--- src/rtl/uart_rx_if.sv ---
// Received-byte bundle of the UART receiver.
// The receiver drives it through the master modport; consumers read it through the slave modport.
interface uart_rx_if;
  logic [7:0] rx_data;
  logic       rx_valid;
  logic       parity_err;
  logic       frame_err;
  logic       rx_active;

  modport master (
    output rx_data,
    output rx_valid,
    output parity_err,
    output frame_err,
    output rx_active
  );

  modport slave (
    input rx_data,
    input rx_valid,
    input parity_err,
    input frame_err,
    input rx_active
  );
endinterface

--- src/rtl/uart_rx.sv ---
// 8E1 UART receiver: start, 8 data bits LSB first, even parity, stop.
// Each bit is sampled at mid-bit by a clock-count timer, and every byte is delivered with a one-cycle strobe.
module uart_rx #(
  parameter int BR       = 9600,
  parameter int CLK_RATE = 50_000_000
) (
  input  logic     clk,
  input  logic     reset,
  input  logic     rx_serial_in,
  uart_rx_if.master rx_out
);

  localparam int CPB = CLK_RATE / BR;
  localparam logic [15:0] CNT_BIT_END = 16'(CPB - 1);
  localparam logic [15:0] CNT_HALF    = 16'(CPB / 2 - 1);

  localparam logic [2:0] IDLE   = 3'd0;
  localparam logic [2:0] START  = 3'd1;
  localparam logic [2:0] DATA   = 3'd2;
  localparam logic [2:0] PARITY = 3'd3;
  localparam logic [2:0] STOP   = 3'd4;

  if (CPB < 4 || CPB > 65535) begin : g_cpb_range
    $error("uart_rx: clocks per bit out of range");
  end

  logic        sync1_reg, rx_s_reg, rx_prev_reg;
  logic [2:0]  state_reg, state_next;
  logic [15:0] cnt_reg, cnt_next;
  logic [2:0]  idx_reg, idx_next;
  logic        par_reg, par_next;
  logic [7:0]  shift_reg, shift_next;
  logic [7:0]  data_reg, data_next;
  logic        valid_reg, valid_next;
  logic        perr_reg, perr_next;
  logic        ferr_reg, ferr_next;
  logic        sample_en, deliver;
  logic        fall, cnt_at_end, cnt_at_half;

  // The synchronizer idles high, so a low line at reset release is not seen as a start edge.
  always_ff @(posedge clk or posedge reset) begin
    if (reset) begin
      sync1_reg   <= 1'b1;
      rx_s_reg    <= 1'b1;
      rx_prev_reg <= 1'b1;
    end else begin
      sync1_reg   <= rx_serial_in;
      rx_s_reg    <= sync1_reg;
      rx_prev_reg <= rx_s_reg;
    end
  end

  assign fall        = rx_prev_reg & ~rx_s_reg;
  assign cnt_at_end  = (cnt_reg == CNT_BIT_END);
  assign cnt_at_half = (cnt_reg == CNT_HALF);

  always_comb begin
    state_next = state_reg;
    cnt_next   = cnt_reg + 16'd1;
    idx_next   = idx_reg;
    par_next   = par_reg;
    sample_en  = 1'b0;
    deliver    = 1'b0;
    case (state_reg)
      IDLE: begin
        cnt_next = 16'd0;
        if (fall) state_next = START;
      end
      START: begin
        if (cnt_at_half) begin
          cnt_next   = 16'd0;
          idx_next   = 3'd0;
          state_next = rx_s_reg ? IDLE : DATA;
        end
      end
      DATA: begin
        if (cnt_at_end) begin
          cnt_next  = 16'd0;
          sample_en = 1'b1;
          if (idx_reg == 3'd7) state_next = PARITY;
          else                 idx_next   = idx_reg + 3'd1;
        end
      end
      PARITY: begin
        if (cnt_at_end) begin
          cnt_next   = 16'd0;
          par_next   = rx_s_reg;
          state_next = STOP;
        end
      end
      STOP: begin
        // IDLE is re-entered at the stop-bit centre, so a back-to-back start edge is caught.
        if (cnt_at_end) begin
          cnt_next   = 16'd0;
          deliver    = 1'b1;
          state_next = IDLE;
        end
      end
      default: begin
        cnt_next   = 16'd0;
        state_next = IDLE;
      end
    endcase
  end

  for (genvar gi = 0; gi < 8; gi++) begin : g_shift
    assign shift_next[gi] = (sample_en && idx_reg == 3'(gi)) ? rx_s_reg : shift_reg[gi];
  end

  // rx_s_reg at the delivery edge is the stop-bit sample.
  assign data_next  = deliver ? shift_reg : data_reg;
  assign perr_next  = deliver ? ((^shift_reg) ^ par_reg) : perr_reg;
  assign ferr_next  = deliver ? ~rx_s_reg : ferr_reg;
  assign valid_next = deliver;

  always_ff @(posedge clk or posedge reset) begin
    if (reset) begin
      state_reg <= IDLE;
      cnt_reg   <= 16'd0;
      idx_reg   <= 3'd0;
      par_reg   <= 1'b0;
      shift_reg <= 8'd0;
      data_reg  <= 8'd0;
      valid_reg <= 1'b0;
      perr_reg  <= 1'b0;
      ferr_reg  <= 1'b0;
    end else begin
      state_reg <= state_next;
      cnt_reg   <= cnt_next;
      idx_reg   <= idx_next;
      par_reg   <= par_next;
      shift_reg <= shift_next;
      data_reg  <= data_next;
      valid_reg <= valid_next;
      perr_reg  <= perr_next;
      ferr_reg  <= ferr_next;
    end
  end

  assign rx_out.rx_data    = data_reg;
  assign rx_out.rx_valid   = valid_reg;
  assign rx_out.parity_err = perr_reg;
  assign rx_out.frame_err  = ferr_reg;
  assign rx_out.rx_active  = (state_reg != IDLE);

endmodule

--- src/flat_wrapper.sv ---
// flat-port wrapper written by rule: the top's interface ports become plain ports
module uart_rx_flat 
#(
  parameter int BR       = 9600,
  parameter int CLK_RATE = 50_000_000
)
  (clk, reset, rx_serial_in, rx_out_rx_data, rx_out_rx_valid, rx_out_parity_err, rx_out_frame_err, rx_out_rx_active);
  uart_rx_if rx_out_i ();
  input  logic clk;
  input  logic reset;
  input  logic rx_serial_in;
  output wire logic [$bits(rx_out_i.rx_data)-1:0] rx_out_rx_data;
  output wire logic [$bits(rx_out_i.rx_valid)-1:0] rx_out_rx_valid;
  output wire logic [$bits(rx_out_i.parity_err)-1:0] rx_out_parity_err;
  output wire logic [$bits(rx_out_i.frame_err)-1:0] rx_out_frame_err;
  output wire logic [$bits(rx_out_i.rx_active)-1:0] rx_out_rx_active;
  assign rx_out_rx_data = rx_out_i.rx_data;
  assign rx_out_rx_valid = rx_out_i.rx_valid;
  assign rx_out_parity_err = rx_out_i.parity_err;
  assign rx_out_frame_err = rx_out_i.frame_err;
  assign rx_out_rx_active = rx_out_i.rx_active;
  uart_rx #(.BR(BR), .CLK_RATE(CLK_RATE)) u_core (.clk(clk), .reset(reset), .rx_serial_in(rx_serial_in), .rx_out(rx_out_i));
endmodule
--- config.mk ---
export PLATFORM = sky130hd
export DESIGN_NAME = uart_rx_flat
export DESIGN_NICKNAME = d
export VERILOG_FILES = /design/src/rtl/uart_rx_if.sv /design/src/rtl/uart_rx.sv /design/src/flat_wrapper.sv
export SDC_FILE = /design/constraint.sdc
export NUM_CORES = 1
export LEC_CHECK = 0
export ABC_CLOCK_PERIOD_IN_PS = 4890
export CAP_MARGIN = 0
export CORE_UTILIZATION = 40
export CTS_CLUSTER_SIZE = 28
export DETAILED_ROUTE_END_ITERATION = 12
export RECOVER_POWER = 25
export SETUP_SLACK_MARGIN = 0.3
export SYNTH_ARGS = -nofsm -noshare
export SYNTH_HDL_FRONTEND = slang
export SYNTH_SLANG_ARGS = --single-unit
--- constraint.sdc ---
create_clock -name clk -period 4.89 [get_ports clk]
set_input_delay 0.978 -clock clk [delete_from_list [all_inputs] [get_ports clk]]
set_output_delay 0.978 -clock clk [all_outputs]
set_load 0.1 [all_outputs]
**Word level (Yosys, flattened, before mapping)**

Index checks and enable logic that the tools add are counted.

- Add/subtract/negate cells: 2
- Equal/unequal tests: 20
- Muxes and demuxes: 18
- Bitwise logic cells: 3
- Reduce and logical (&&, ||, !) cells: 17

Operators with widths:

| cell | count |
|---|---|
| two-way mux 16 bit | 2 |
| case mux 16 bit (2 select lines) | 1 |
| two-way mux 3 bit | 9 |
| adder 16 x 1 -> 16 bit (second input constant) | 1 |
| == test 16 x 12 -> 1 bit (second input constant) | 1 |
| == test 16 x 13 -> 1 bit (second input constant) | 1 |
| == test 3 bit (second input constant) | 5 |
| case mux 3 bit (5 select lines) | 1 |
| == test 3 x 2 -> 1 bit (second input constant) | 4 |
| != test 2 x 1 -> 1 bit (second input constant) | 6 |
| logical AND 1 bit | 8 |
| parity 8 bit | 1 |
| == test 3 x 1 -> 1 bit (second input constant) | 2 |
| logical NOT 3 bit | 2 |
| case mux 3 bit (2 select lines) | 1 |
| AND reduction 6 bit | 1 |
| AND reduction 4 bit | 1 |
| adder 3 x 1 -> 3 bit (second input constant) | 1 |
| two-way mux 1 bit | 3 |
| nonzero test 3 bit | 1 |
| OR reduction 3 bit | 1 |
| two-way mux 2 bit | 1 |
| != test 2 bit (second input constant) | 1 |
| AND reduction 2 bit | 1 |
| other kinds (4) | 4 |

- Register bits: 45
- Output and inout bits: 12
- Word-level logic and storage cells: 79

**Depth between registers and ports, before layout**

- Depth in word-level cells: 4
- Mapped depth: 7
- Gate-level depth less buffers: 6

**Worst setup path before layout**

OpenSTA, ideal clock, no wires.

- Path type: register -> output
- Start point: register u_core.state_reg[2]
- End point: output rx_out_rx_active
- Arrival: 1,318 ps
- Setup slack: 2,594 ps
- Stages on the path, launching flop included: 3
- Path buffers: 1
- Cells stage by stage: dfrtp_1 -> clkbuf_1 -> or3_1

- Longest elaborated chain between the ends: 1

RTL lines:

| what | RTL line | text |
|---|---|---|
| from (decl) | uart_rx.sv:28 | `logic [2:0] state_reg, state_next;` |
| from (signal assigned) | uart_rx.sv:128 | `state_reg <= state_next;` |
| nonzero test 3 bit | uart_rx.sv:144 | `assign rx_out.rx_active = (state_reg != IDLE);` |
| to (decl) | flat_wrapper.sv:16 | `output wire logic [$bits(rx_out_i.rx_active)-1:0] rx_out_rx_active;` |

Every way passes these cells.

**Worst setup path in the final report**

Same ends and word-level chain as after synthesis.

==> summary.md <==
| Metric | Value |
|---|---|
| DRC Markers | `0` |
| Fillers | `538` |
| Vias in the first global route | `1,549` |
| Fin. Hold Viols | `0` |
| Root Buffer | `clkbuf_8` |
| Ant diodes | `0` |
| Worst-margin pin slew | `between 1.5 and 2 ns` |
| Via count | `1,533` |
| Crit path depth | `2` |
| CP Capture Type | `output pin` |
| Slowest stage delay, CP | `0.98 ns` |
| Commonest non-fill, non-tap cell in the layout | `dfrtp_1` |
| Slew Limit Fails | `46` |
| Number of synthesized flops with an enable pin | `0` |
| Worst hold stages | `0` |
| Crit-path leading delay family | `buffers and inverters` |
| P_leak | `1.18 nW` |
| VDD IR-drop max | `0.180 mV` |
| Vias/cell | `5.30` |
| CP Buf/Inv Count | `1` |
| Mapped Cells | `~210` |
| Most frequent cells in the layout | `42 x dfrtp_1, 20 x mux2_2, 15 x nor2_1` |
| IO Count | `15` |
| Avg Inst Size Synth | `11.3 um2` |
| FF-to-FF path depth | `5` |
| DRT antenna net count | `0` |
| TritonCTS clock tree | `yes` |
| CP max FO | `11` |
| Cell Count Post-Placement | `281` |
| Hold WC Path Type | `flip-flop to flip-flop` |
| Status | `finished, violations left` |
| Max Clk Rate | `about 0.32 GHz` |
| Ys Warns | `0` |
| Max FFs per register | `16` |
| Violations in the final reports | `max-capacitance violations, max-slew violations` |
| Htree depth | `2` |
| Final core occ | `47.0%` |
| Max Cap Viol | `1` |
| Cts hold-fix bufs | `0` |
| Clk_lat worst skew | `0.30 ns` |
| Routed WL per cell | `13.8 um` |
| Clk_skew | `a little under 0.005 ns` |
| Unrepaired setup endpoints after global routing | `no` |
| Post-DP HPWL | `around 2700 um` |
| Setup WS post-layout | `roughly 1.8 ns` |
| Flops & latches, synth | `45` |
| Die Wd | `78.1 um` |
| Total clock buffers created by CTS | `5` |
| Post-CTS Setup Bufs | `0` |
| Final worst path period share | `63.6%` |
| CP Launch Type | `flip-flop` |
| Share of cells above drive strength 1 | `16.1%` |
| Antenna violations before repair | `0` |
| Post-synthesis instance area | `2310 um2` |
| Final setup vio count | `0` |
| Core ar. | `5540 um2` |
| Synth cell types | `43` |
| Grt ovf | `0` |
| Largest net degree at the start of global routing | `46` |
| CP max-delay cell | `clkdlybuf4s50_1` |
| Crit-path cells | `or3_1 -> clkdlybuf4s50_1` |
| DRT iter0 DRCs | `38` |
| Sequential cell area fraction in the yosys report | `about half` |
| Async SR Flop Fraction | `100%` |
| Max transition margin | `-12.8%` |
| IO buf count | `14` |
| Data required time of the critical path | `3.91 ns` |
| Pre-antenna DRT Iters | `4` |
| Syn_nets | `215` |
| Clock slew at reported path FFs | `0.08 ns` |
| Routability cong. | `0.846` |
| Sink Count | `45` |
| Overall global routing resource usage | `14.8%` |
| Pre-CTS setup slack | `2.11 ns` |
| Critical path class | `flip-flop to output pin` |
| Site Rows | `27` |
| Power consumption | `950 uW` |
| Die Span Y | `78.1 um` |
| Worst Path Arrival | `around 2.1 ns` |
| Global-route wire length before repair | `7050 um` |
| Initial Utilization | `41.8%` |
| Synth Flop Type | `dfrtp_1` |
| Setup TNS Final | `0 ns` |
| Buffer depth of the longest clock path | `2` |
| Area added between synthesis and finish | `12.4%` |
| Final Critical Period | `3.11 ns` |
| DIE AREA | `6090 um2` |
| Final Non-Filler Cells | `289` |
| Final nets | `226` |
| Post-cts sizing count | `0` |
| Routed WL | `3990 um` |
| PD cells | `365 nW/um2` |
==> per-layer routing <==
metal  global-route usage, %  routed length (um)
met2                    24.7                1880
met3                    4.07                 120
met5                       0                   0
met1                    18.1                1910
met4                    5.93                  70
==> stage by stage <==
stage	area, um2	hold slack, ns
global route	2600	0.373
detailed placement	2480	0.347
CTS	2600	0.359
finish	2600	0.363
global placement	2480	0.346
floorplan	2310	0.345
==> final timing paths <==
path | start | end | slack [ns]
min in group asynchronous | reset | u_core.rx_out.rx_data[7]$_DFFE_PP0P_ | 1.64
min reg2reg | u_core.sync1_reg$_DFF_PP1_ | u_core.rx_s_reg$_DFF_PP1_ | 0.36
max in group asynchronous | reset | u_core.state_reg[1]$_DFFE_PP0P_ | 2.26
max | u_core.state_reg[2]$_DFFE_PP0P_ | rx_out_rx_active | 1.78
max reg2reg | u_core.cnt_reg[0]$_DFF_PP0_ | u_core.rx_out.rx_data[5]$_DFFE_PP0P_ | 2.33
min | u_core.sync1_reg$_DFF_PP1_ | u_core.rx_s_reg$_DFF_PP1_ | 0.36
==> synth_stat cells, types with 4 or more instances <==
| cell | n | area, um2 |
|---|---|---|
| dfrtp_1 | 42 | 1050 |
| mux2_2 | 20 | 225 |
| nor2_1 | 15 | 56.3 |
| nand4_1 | 12 | 75.1 |
| inv_1 | 9 | 33.8 |
| nand3_1 | 9 | 45.0 |
| xor2_1 | 9 | 78.8 |
| xnor2_1 | 8 | 70.1 |
| ha_1 | 7 | 87.6 |
| nand2_1 | 6 | 22.5 |
| a21oi_1 | 5 | 25.0 |
| clkbuf_1 | 5 | 18.8 |
| nand2b_1 | 4 | 25.0 |
| o21ai_0 | 4 | 20.0 |
==> kinds of logic after synthesis <==
family / Yosys count / share of synthesized area [%]
mux: 23 / 11.0
xor+xnor: 18 / 7.41
compound gates: 20 / 6.27
buf+inv: 20 / 4.33
fa+ha+maj: 7 / 3.79
flops: 45 / 48.8
simple gates: 72 / 18.3
==> cell type report <==
class	count	area, um2	share of cell area (%)
well taps	72	90.1	3.46
flip-flops and latches	45	1130	43.4
repair buffers	15	148	5.68
clock inverters	1	30.0	1.15
inverters	9	33.8	1.30
multi-input cells	140	1080	41.7
clock buffers	7	86.3	3.32
==> power by group <==
group / switching, mW / internal, mW
logic: 0.128 / 0.0817
clock network: 0.124 / 0.167
registers: 0.0451 / 0.405
No activity file was read; power rests on OpenSTA's default activity.
